$ cat config.mk
export PLATFORM = sky130hd
export DESIGN_NAME = exception_unit
export DESIGN_NICKNAME = d
export VERILOG_FILES = /design/src/rtl/exception_unit.sv
export SDC_FILE = /design/constraint.sdc
export NUM_CORES = 1
export LEC_CHECK = 0
export BUFFER_PORTS_ARGS = -buffer_cell sky130_fd_sc_hd__buf_2
export CAP_MARGIN = 20
export CELL_PAD_IN_SITES_DETAIL_PLACEMENT = 1
export CELL_PAD_IN_SITES_GLOBAL_PLACEMENT = 2
export CORE_MARGIN = 2
export CORE_UTILIZATION = 23
export DETAILED_ROUTE_END_ITERATION = 8
export PLACE_DENSITY_LB_ADDON = 0.12
export SYNTH_ARGS = -nofsm -noshare
export SYNTH_HDL_FRONTEND = slang
export SYNTH_SLANG_ARGS = --single-unit
$ cat constraint.sdc
create_clock -name clk -period 1.8 [get_ports clk]
set_input_delay 0.27 -clock clk [delete_from_list [all_inputs] [get_ports clk]]
set_output_delay 0.27 -clock clk [all_outputs]
set_load 0.05 [all_outputs]
$ cat src/rtl/exception_unit.sv
// Commit-point exception sequencer: picks the winning cause, drives the CP0 update
// pulses, flushes the pipe for FLUSH_CYCLES cycles, then hands fetch a redirect.
module exception_unit #(
    parameter int                ADDR_W       = 32,
    parameter logic [ADDR_W-1:0] EXC_VECTOR   = 32'hBFC0_0380,
    parameter int                FLUSH_CYCLES = 2,
    parameter int                CNT_W        = 16
) (
    input  logic              clk,
    input  logic              rst,
    input  logic              in_valid,
    input  logic [ADDR_W-1:0] in_pc,
    input  logic              in_bd,
    input  logic [7:0]        in_flags,
    input  logic [ADDR_W-1:0] in_badvaddr,
    input  logic              cp0_ie,
    input  logic              cp0_exl,
    input  logic [7:0]        cp0_im,
    input  logic [7:0]        cp0_ip,
    input  logic [ADDR_W-1:0] cp0_epc,
    input  logic              redirect_ready,
    output logic              flush,
    output logic              redirect_valid,
    output logic [ADDR_W-1:0] redirect_pc,
    output logic              exc_commit,
    output logic [4:0]        exc_code,
    output logic [ADDR_W-1:0] exc_epc,
    output logic              exc_bd,
    output logic              exc_badv_we,
    output logic [ADDR_W-1:0] exc_badvaddr,
    output logic              eret_commit,
    output logic              busy,
    output logic [CNT_W-1:0]  exc_count
);

    typedef enum logic [1:0] {IDLE = 2'd0, FLUSH = 2'd1, REDIRECT = 2'd2} state_t;

    localparam logic [3:0] FLUSH_LAST = 4'(FLUSH_CYCLES - 1);

    state_t            state_q, state_d;
    logic [3:0]        fcnt_q;
    logic [CNT_W-1:0]  cnt_q;
    logic [4:0]        code_q;
    logic [ADDR_W-1:0] epc_q, badv_q, rpc_q;
    logic              bd_q, bwe_q, eret_q;

    logic              int_pend, event_in, first_flush;
    logic              cause_eret, cause_bwe;
    logic [4:0]        cause_code;
    logic [ADDR_W-1:0] cause_badv;

    assign int_pend    = cp0_ie & ~cp0_exl & (|(cp0_im & cp0_ip));
    assign event_in    = (state_q == IDLE) & in_valid & (int_pend | (|in_flags));
    assign first_flush = (state_q == FLUSH) && (fcnt_q == 4'd0);

    // Fixed priority; ERET only wins when no other cause is present.
    always_comb begin
        cause_code = 5'd0;
        cause_eret = 1'b0;
        cause_bwe  = 1'b0;
        cause_badv = '0;
        if (int_pend) begin
            cause_code = 5'd0;
        end else if (in_flags[2]) begin
            cause_code = 5'd4;
            cause_bwe  = 1'b1;
            cause_badv = in_pc;
        end else if (in_flags[3]) begin
            cause_code = 5'd10;
        end else if (in_flags[4]) begin
            cause_code = 5'd12;
        end else if (in_flags[6]) begin
            cause_code = 5'd8;
        end else if (in_flags[5]) begin
            cause_code = 5'd9;
        end else if (in_flags[1]) begin
            cause_code = 5'd4;
            cause_bwe  = 1'b1;
            cause_badv = in_badvaddr;
        end else if (in_flags[0]) begin
            cause_code = 5'd5;
            cause_bwe  = 1'b1;
            cause_badv = in_badvaddr;
        end else begin
            cause_eret = 1'b1;
        end
    end

    always_comb begin
        state_d = state_q;
        case (state_q)
            IDLE:     if (event_in) state_d = FLUSH;
            FLUSH:    if (fcnt_q == FLUSH_LAST) state_d = REDIRECT;
            REDIRECT: if (redirect_ready) state_d = IDLE;
            default:  state_d = IDLE;
        endcase
    end

    always_ff @(posedge clk) begin
        if (!rst) begin
            state_q <= IDLE;
            fcnt_q  <= '0;
            cnt_q   <= '0;
            code_q  <= '0;
            epc_q   <= '0;
            badv_q  <= '0;
            rpc_q   <= '0;
            bd_q    <= 1'b0;
            bwe_q   <= 1'b0;
            eret_q  <= 1'b0;
        end else begin
            state_q <= state_d;
            fcnt_q  <= (state_q == FLUSH) ? fcnt_q + 4'd1 : 4'd0;
            if (first_flush) cnt_q <= cnt_q + CNT_W'(1);
            if (event_in) begin
                code_q <= cause_code;
                epc_q  <= in_bd ? in_pc - ADDR_W'(4) : in_pc;
                bd_q   <= in_bd;
                bwe_q  <= cause_bwe;
                badv_q <= cause_badv;
                eret_q <= cause_eret;
                // ERET target is the EPC as seen at the event, not at redirect time.
                rpc_q  <= cause_eret ? cp0_epc : EXC_VECTOR;
            end
        end
    end

    assign flush          = (state_q == FLUSH);
    assign busy           = (state_q != IDLE);
    assign redirect_valid = (state_q == REDIRECT);
    assign redirect_pc    = rpc_q;
    assign exc_commit     = first_flush & ~eret_q;
    assign eret_commit    = first_flush & eret_q;
    assign exc_code       = code_q;
    assign exc_epc        = epc_q;
    assign exc_bd         = bd_q;
    assign exc_badv_we    = bwe_q;
    assign exc_badvaddr   = badv_q;
    assign exc_count      = cnt_q;

endmodule

=== Word-level counts from Yosys, hierarchy flattened ===
Cells that the tools add are included.

* Register bits after elaboration: 126
* Bits of input ports: 127
* Output and inout bits: 124
* Word-level logic and storage cells: 75

* Add/subtract/negate cells: 3
* Equal/unequal tests: 6
* Multiplexer cells: 38
* Bitwise logic cells: 10
* Reduce and logical (&&, ||, !) cells: 8

{| class="wikitable"
|+ Operators by type and width
! kind !! count
|-
| 32-bit two-way mux || 10
|-
| 32-bit by 3-bit subtractor with 32-bit output, second input constant || 1
|-
| 4-bit two-way mux || 6
|-
| 16-bit by 1-bit adder with 16-bit output, second input constant || 1
|-
| 1-bit two-way mux || 16
|-
| 8-bit OR reduction || 2
|-
| 8-bit AND || 1
|-
| 1-bit AND || 6
|-
| 2-bit two-way mux || 3
|-
| 3-bit two-way mux || 2
|-
| 2-bit case mux with 3 select lines || 1
|-
| 4-bit by 1-bit adder with 4-bit output, second input constant || 1
|-
| 4-bit by 1-bit == test with 1-bit output, second input constant || 1
|-
| 4-bit logical NOT || 1
|-
| 2-bit inequality test, second input constant || 2
|-
| 3-bit AND reduction || 1
|-
| 2-bit by 1-bit == test with 1-bit output, second input constant || 1
|-
| 2-bit == test, second input constant || 1
|-
| 2-bit logical NOT || 1
|-
| 2-bit by 1-bit inequality test with 1-bit output, second input constant || 1
|-
| 1-bit NOT || 2
|-
| 2-bit AND reduction || 1
|-
| 2-bit nonzero test || 1
|-
| 1-bit logical AND || 1
|-
| 1-bit OR || 1
|}

=== Longest topological paths before layout ===
Gate-level depths: netlist (run 1).

* Word-level depth: 9
* Mapped depth: 8
* Mapped depth without buffers: 7

=== Worst setup path after synthesis (run 1) ===
No wires, ideal clock.

* Path kind: register to output
* From: register state_q[1]
* To: output exc_commit
* Arrival time: 1.747 ns
* Setup slack: -0.217 ns
* Stages on the path, launching flop included: 4
* Path buffers: 0
* Cell sequence: dfxtp_1 nor4b_1 and2_0 nor2b_1

* Cells in the longest elaborated chain, start to end: 3

{| class="wikitable"
|+ RTL lines
! element !! RTL line !! RTL
|-
| from (decl) || 40 || <nowiki>state_t state_q, state_d;</nowiki>
|-
| from (signal assigned) || 112 || <nowiki>state_q <= state_d;</nowiki>
|-
| 2-bit by 1-bit == test with 1-bit output || 54 || <nowiki>assign first_flush = (state_q == FLUSH) && (fcnt_q == 4'd0);</nowiki>
|-
| 1-bit logical AND || 54 ||
|-
| 1-bit AND || 132 || <nowiki>assign exc_commit = first_flush & ~eret_q;</nowiki>
|-
| to (decl) || 25 || <nowiki>output logic exc_commit,</nowiki>
|}

Every way passes these cells.

=== Final worst setup path (run 1) ===
* From: register fcnt_q[2]
* To: output exc_commit

* Cells in the longest elaborated chain, start to end: 3

{| class="wikitable"
|+ RTL lines
! element !! RTL line !! RTL
|-
| from (decl) || 41 || <nowiki>logic [3:0] fcnt_q;</nowiki>
|-
| from (signal assigned) || 113 || <nowiki>fcnt_q <= (state_q == FLUSH) ? fcnt_q + 4'd1 : 4'd0;</nowiki>
|-
| 4-bit logical NOT || 54 ||
|-
| 1-bit logical AND || 54 ||
|-
| 1-bit AND || 132 ||
|}

Every way passes these cells.

==> impl_metrics.env, run 1 <==
export IMPL_status="finished with violations"
export IMPL_violations="setup timing"
export IMPL_layout_setup_ws_ns=-0.0670
export IMPL_start_kind="flop"
export IMPL_die_w_um=159
export IMPL_dr_pass1_iters=6
export IMPL_syn_inst=630
export IMPL_r2r_setup_slack_ns=-0.04
export IMPL_grt_max_degree=51
export IMPL_grt_pass1_wl_um=32400
export IMPL_fillCellCount=2801
export IMPL_syn2layout_area_growth_pct=48.5
export IMPL_ys_seq_elements=125
export IMPL_clock_latency_ns=0.42
export IMPL_critPathKind="reg -> out"
export IMPL_cp_required_ns=1.53
export IMPL_grt_use_total_pct=16.7
export IMPL_synth_top_area_cell="dfxtp_1"
export IMPL_synth_warnings=0
export IMPL_hold_path_class="in -> reg"
export IMPL_path_buf_inv=2
export IMPL_fin_crit_ns=1.87
export IMPL_coreArea_sq_um=23500
export IMPL_portBuffers=249
export IMPL_cts_buffers_inserted=17
export IMPL_finalPower_mw=7.81
export IMPL_drc=0
export IMPL_place_gp_congestion=0.759
export IMPL_slew_viol_final=0
export IMPL_syn_avg_cell_area_sq_um=8.73
export IMPL_antenna_found_initial=0
export IMPL_hold_viol_final=0
export IMPL_slew_headroom_pct=61.8
export IMPL_hold_slack_ns=0.0911
export IMPL_drtAntennaViolNets=0
export IMPL_max_freq_mhz=536
export IMPL_overflow=0
export IMPL_tightest_slew_ns=0.573
export IMPL_clk_path_buf_depth=2
export IMPL_nets=1041
export IMPL_syn_nets=762
export IMPL_min_to="redirect_pc[21]"
export IMPL_synth_common_cells="dfxtp_1, nor2_1, nand2_1"
export IMPL_rsz0062_at_grt="yes"
export IMPL_synth_ff_type="dfxtp_1"
export IMPL_die_y_um=159
export IMPL_ir_worst_vdd_mv=0.428
export IMPL_synth_top_area_share_pct=45.5
export IMPL_maxCapViolations=0
export IMPL_hpwl_um=16000
export IMPL_worstPathMaxFanout=4
export IMPL_drt_wl_total_um=21300
export IMPL_path_clk_slew_ns=0.06
export IMPL_vias=5816
export IMPL_reg2reg_to="exc_badvaddr[13]"
export IMPL_grt_pass1_vias=6069
export IMPL_path_delay_family="simple AND/OR/NAND/NOR gates"
export IMPL_final_layout_size_suffix_gt1_share_pct=41.1
export IMPL_seq_area_frac_synth_pct=45.5
export IMPL_period_share_pct=104
export IMPL_whs_path_depth=3
export IMPL_critPathArrivalTime_ns=1.60
export IMPL_reg2reg_depth=7
export IMPL_drtIter0Drc=223
export IMPL_placementRows=56
export IMPL_p_leak_nw=3.54
export IMPL_hold_path_startpoint="cp0_epc[21]"
export IMPL_h_tree_depth=4
export IMPL_critPathSlowestCell="dfxtp_4"
export IMPL_routed_via_density=4.68
export IMPL_syn_area_sq_um=5500
export IMPL_synth_edff_count=0
export IMPL_skew_ns=0.00803
export IMPL_cts_tree="built"
export IMPL_yosysMostFrequentCell="dfxtp_1"
export IMPL_clock_sinks=125
export IMPL_die_area_sq_um=25200
export IMPL_setup_viol=22
export IMPL_start_util_pct=23.4
export IMPL_powerDensity_nw_per_um2=956
export IMPL_routedWlPerCell_um=17.1
export IMPL_ios=251
export IMPL_post_place_ws_ns=-0.307
export IMPL_synth_distinct_cells=51
export IMPL_synthArstFlopShare_pct=0
export IMPL_cp_end_kind="output port"
export IMPL_reg2reg_from="state_q[1]"
export IMPL_yosys_top_cells_area="dfxtp_1, a22oi_1, a21oi_1"
export IMPL_crit_path_cell_trace="nor4b_4 > buf_4 > and2_4 > nor2b_4 > buf_8"
export IMPL_root_buffer="clkbuf_16"
export IMPL_slowest_delay_ns=0.35
through the flow:
stage / cell area [sq um] / instances / TNS, ns / utilization [%]
2_1_floorplan: 5580 / 630 / -0.0298 / -
3_3_place_gp: 7540 / 1208 / -17.13 / 32.1
3_5_place_dp: 7540 / 1208 / -16.37 / 32.1
4_1_cts: 8140 / 1241 / -0.144 / 34.7
5_1_grt: 8170 / 1241 / -3.21 / 34.8
6_report: 8170 / 1242 / -0.409 / 34.8
sequential cells by signal (all words and copies together) (netlist names):
signal        count
fcnt_q            4
redirect_pc      32
exc_code          4
exc_badvaddr     32
exc_bd            1
state_q           2
exc_count        16
eret_q            1
exc_epc          32
exc_badv_we       1
power by group:
part / switching [mW] / leakage, nW / internal [mW]
clock network: 1.40 / 0.270 / 1.93
logic: 1.01 / 2.25 / 0.495
registers: 0.0830 / 1.02 / 2.90
total: 2.49 / 3.54 / 5.32
timing repair:
action,CTS,global route
setup buffers,1,0
hold buffers,0,0
resized for setup,12,6
endpoints found under the hold margin,0,0
endpoints found under the setup margin,15,51
pin swaps,1,0
area by class of cell:
type	instances	area [sq um]	area share (%)
Clock buffer	18	429	5.25
Clock inverter	14	135	1.65
Antenna cell	1	2.50	0.0306
Inverter	7	27.5	0.337
Timing Repair Buffer	310	1810	22.1
Sequential cell	125	2510	30.7
Tap cell	319	399	4.89
Multi-Input combinational cell	448	2860	35.0
how the worst max path moves through the flow:
stage	start	to	slack [ns]	cells past startpoint
final	fcnt_q[2]	exc_commit	-0.07	5
after global routing	state_q[1]	exc_commit	-0.14	5
after detailed placement	cp0_im[1]	redirect_pc[19]	-0.31	8
after global placement	cp0_im[1]	redirect_pc[2]	-0.23	8
after CTS	fcnt_q[2]	exc_commit	-0.1	5
after floorplan	in_pc[26]	exc_epc[31]	-0.03	5
kinds of logic (layout without fill, tap and decap cells):
logic type | after synthesis | in the layout | share of synthesized area (%)
AND/OR/NAND/NOR | 232 | 232 | 21.4
other | 1 | 2 | 0.0682
AO/OA/AOI/OAI | 166 | 166 | 20.5
buffers and inverters | 57 | 349 | 4.32
adder cells (fa/ha/maj) | 5 | 5 | 1.14
multiplexers | 1 | 1 | 0.182
flip-flops | 125 | 125 | 45.5
XOR/XNOR | 43 | 43 | 6.85
tightest hold or removal path, stage by stage:
cell and delay [ns]:
buf_2 0.07, a22oi_1 0.05, nor2_1 0.07
cell usage in the layout (no fill, tap or decap), types with 4 or more instances in the layout:
master,netlist,routed
nor3_1,12,12
a21oi_1,59,59
inv_1,7,6
a22oi_2,0,4
and3_1,6,6
buf_4,1,52
nand2_1,62,62
a22oi_1,56,52
buf_12,0,6
a211oi_1,12,12
nor2_1,65,65
o221a_2,12,12
nand4_1,5,5
or3_1,35,35
clkbuf_16,0,17
xnor2_1,25,25
dfxtp_1,125,122
buf_2,16,247
xor2_1,18,18
nand3_1,11,11
buf_6,0,4
ha_1,5,5
inv_6,0,4
nor4_1,8,7
o21ai_0,15,15
metal layers:
layer	up-vias	routed length [um]	global-route usage, %
met4	0	381	6.22
met5	-	0	0
met2	162	10200	27.5
met3	27	1300	4.27
met1	2798	9360	21.0
li1	2829	-	-
No activity file was read; power rests on OpenSTA's default activity.
==> inputs of run 2 (changes only) <==
--- a/config.mk
+++ b/config.mk
@@ -7,10 +7,8 @@
 export LEC_CHECK = 0
 export BUFFER_PORTS_ARGS = -buffer_cell sky130_fd_sc_hd__buf_2
 export CAP_MARGIN = 20
-export CELL_PAD_IN_SITES_DETAIL_PLACEMENT = 1
-export CELL_PAD_IN_SITES_GLOBAL_PLACEMENT = 2
 export CORE_MARGIN = 2
-export CORE_UTILIZATION = 23
+export CORE_UTILIZATION = 28
 export DETAILED_ROUTE_END_ITERATION = 8
 export PLACE_DENSITY_LB_ADDON = 0.12
 export SYNTH_ARGS = -nofsm -noshare
==> run 2 against run 1 <==
  * The run still ends with setup timing left
  * Register-to-register slack improved by 0.11 ns
  * Highest routed layer is now met5
  * Critical endpoint unchanged
  * Global-route usage rose by 0.85 points
  * Die area fell by 17%
  * Combinational power barely moved
  * Sequential power barely moved
  * Largest power group unchanged
  * Clock skew rose by 0.00075 ns
==> impl_metrics.env, run 2 (synthesized netlist as in run 1, its figures left out) <==
export IMPL_start_kind="flop"
export IMPL_placementRows=51
export IMPL_antenna_found_initial=1
export IMPL_cp_required_ns=1.53
export IMPL_syn2layout_area_growth_pct=49.2
export IMPL_most_common_layout_cells="buf_2, dfxtp_1, buf_4"
export IMPL_overflow=0
export IMPL_path_clk_slew_ns=0.06
export IMPL_hold_viol_final=0
export IMPL_cts_tree="built"
export IMPL_clk_path_buf_depth=2
export IMPL_drtAntennaViolNets=0
export IMPL_die_area_sq_um=20800
export IMPL_switchingPower_mw=2.34
export IMPL_period_share_pct=105
export IMPL_setup_viol=2
export IMPL_final_layout_size_suffix_gt1_share_pct=41.9
export IMPL_nets=1054
export IMPL_comb_power_share_pct=18.8
export IMPL_h_tree_depth=4
export IMPL_ir_worst_vdd_mv=0.584
export IMPL_final_common_cell="buf_2"
export IMPL_switching_share_pct=29.5
export IMPL_powerDensity_nw_per_um2=968
export IMPL_coreArea_sq_um=19400
export IMPL_grt_use_total_pct=17.6
export IMPL_start_util_pct=28.4
export IMPL_pwr_share_seq_pct=37.5
export IMPL_post_place_ws_ns=-0.225
export IMPL_holdBufCountCts=0
export IMPL_pwr_share_clk_pct=43.7
export IMPL_hold_path_class="in -> reg"
export IMPL_drtIter0Drc=223
export IMPL_finalPower_mw=7.94
export IMPL_grt_pass1_wl_um=28300
export IMPL_ios=251
export IMPL_die_y_um=144
export IMPL_fin_crit_ns=1.89
export IMPL_skew_ns=0.00878
export IMPL_slew_viol_final=0
export IMPL_status="finished with violations"
export IMPL_violations="setup timing"
export IMPL_fin_setup_tns_ns=-0.0928
export IMPL_clock_latency_ns=0.42
export IMPL_worstPathMaxFanout=5
export IMPL_grt_pass1_vias=5321
export IMPL_cts_buffers_inserted=17
export IMPL_root_buffer="clkbuf_16"
export IMPL_layout_setup_ws_ns=-0.0919
export IMPL_grt_max_degree=76
export IMPL_maxCapViolations=0
export IMPL_dr_pass1_iters=4
export IMPL_drt_wl_total_um=18600
export IMPL_routed_via_density=4.72
export IMPL_die_w_um=144
export IMPL_critPathKind="reg -> out"
export IMPL_vias=5655
export IMPL_routedWlPerCell_um=15.5
export IMPL_whs_path_depth=3
export IMPL_p_leak_nw=3.61
export IMPL_critPathArrivalTime_ns=1.62
export IMPL_reg2reg_depth=7
export IMPL_hpwl_um=13600
export IMPL_diodes=0
export IMPL_intPower_mw=5.60
export IMPL_max_freq_mhz=529
export IMPL_rsz0062_at_grt="yes"
export IMPL_drc=0
export IMPL_clock_sinks=125
export IMPL_place_gp_congestion=0.760
export IMPL_cp_end_kind="output port"
export IMPL_portBuffers=249
run 2: changes by cell type in the layout (fill, tap and decap cells not counted), moves of 3 or more:
cell / delta
buf_4: +16
buf_6: -3
inv_6: -4
clkinv_2: +3
run 2: worst max-delay path: stages (launching register included):
cell and delay (ns):
dfxtp_2 0.35, nor4b_4 0.27, buf_4 0.17, and2_4 0.14
nor2b_4 0.14, buf_8 0.15
run 2: final timing paths:
kind | start | to | slack (ns)
hold / removal | cp0_epc[6] | redirect_pc[6] | 0.08
hold reg to reg | exc_badvaddr[25] | exc_badvaddr[25] | 0.45
setup / recovery | state_q[1] | exc_commit | -0.09
setup reg to reg | state_q[1] | exc_badvaddr[6] | 0.07
run 2: power groups by stage:
stage | Sequential (mW) | Combinational (mW) | Clock, mW
floorplan | 3.49 | 0.462 | 0
global placement | 3.04 | 1.48 | 0
global route | 3.00 | 1.60 | 3.68
detailed placement | 3.04 | 1.49 | 0
finish | 2.98 | 1.49 | 3.47
CTS | 2.98 | 1.50 | 3.56
run 2: cell type report:
cell class | instances | area [sq um]
clock inverters | 12 | 146
inverters | 7 | 27.5
multi-input cells | 448 | 2860
fillers | 2045 | 11200
well taps | 265 | 332
clock buffers | 19 | 443
repair buffers | 323 | 1890
flip-flops and latches | 125 | 2510
run 2: timing repair:
action | in CTS | in global routing
gates resized for setup | 12 | 1
setup buffers | 1 | 0
pin swaps | 1 | 1
setup endpoints to repair | 2 | 22
run 2: through the flow:
stage / hold WS, ns / std cells / cell area (sq um) / utilization, %
6_report: 0.0846 / 1199 / 8210 / 42.3
5_1_grt: 0.0785 / 1199 / 8210 / 42.3
4_1_cts: 0.0702 / 1199 / 8200 / 42.3
3_5_place_dp: 0.444 / 1167 / 7570 / 39.0
3_3_place_gp: 0.442 / 1167 / 7570 / 39.0
2_1_floorplan: 0.406 / 630 / 5580 / -
run 2: routing by layer:
metal / global-route usage, % / share of wire (%) / up-vias
li1: - / - / 2853
met1: 22.1 / 44 / 2603
met2: 28.2 / 47 / 173
met3: 6.13 / 7.5 / 24
met4: 5.67 / 1.7 / 2
met5: 0 / 0.038 / -
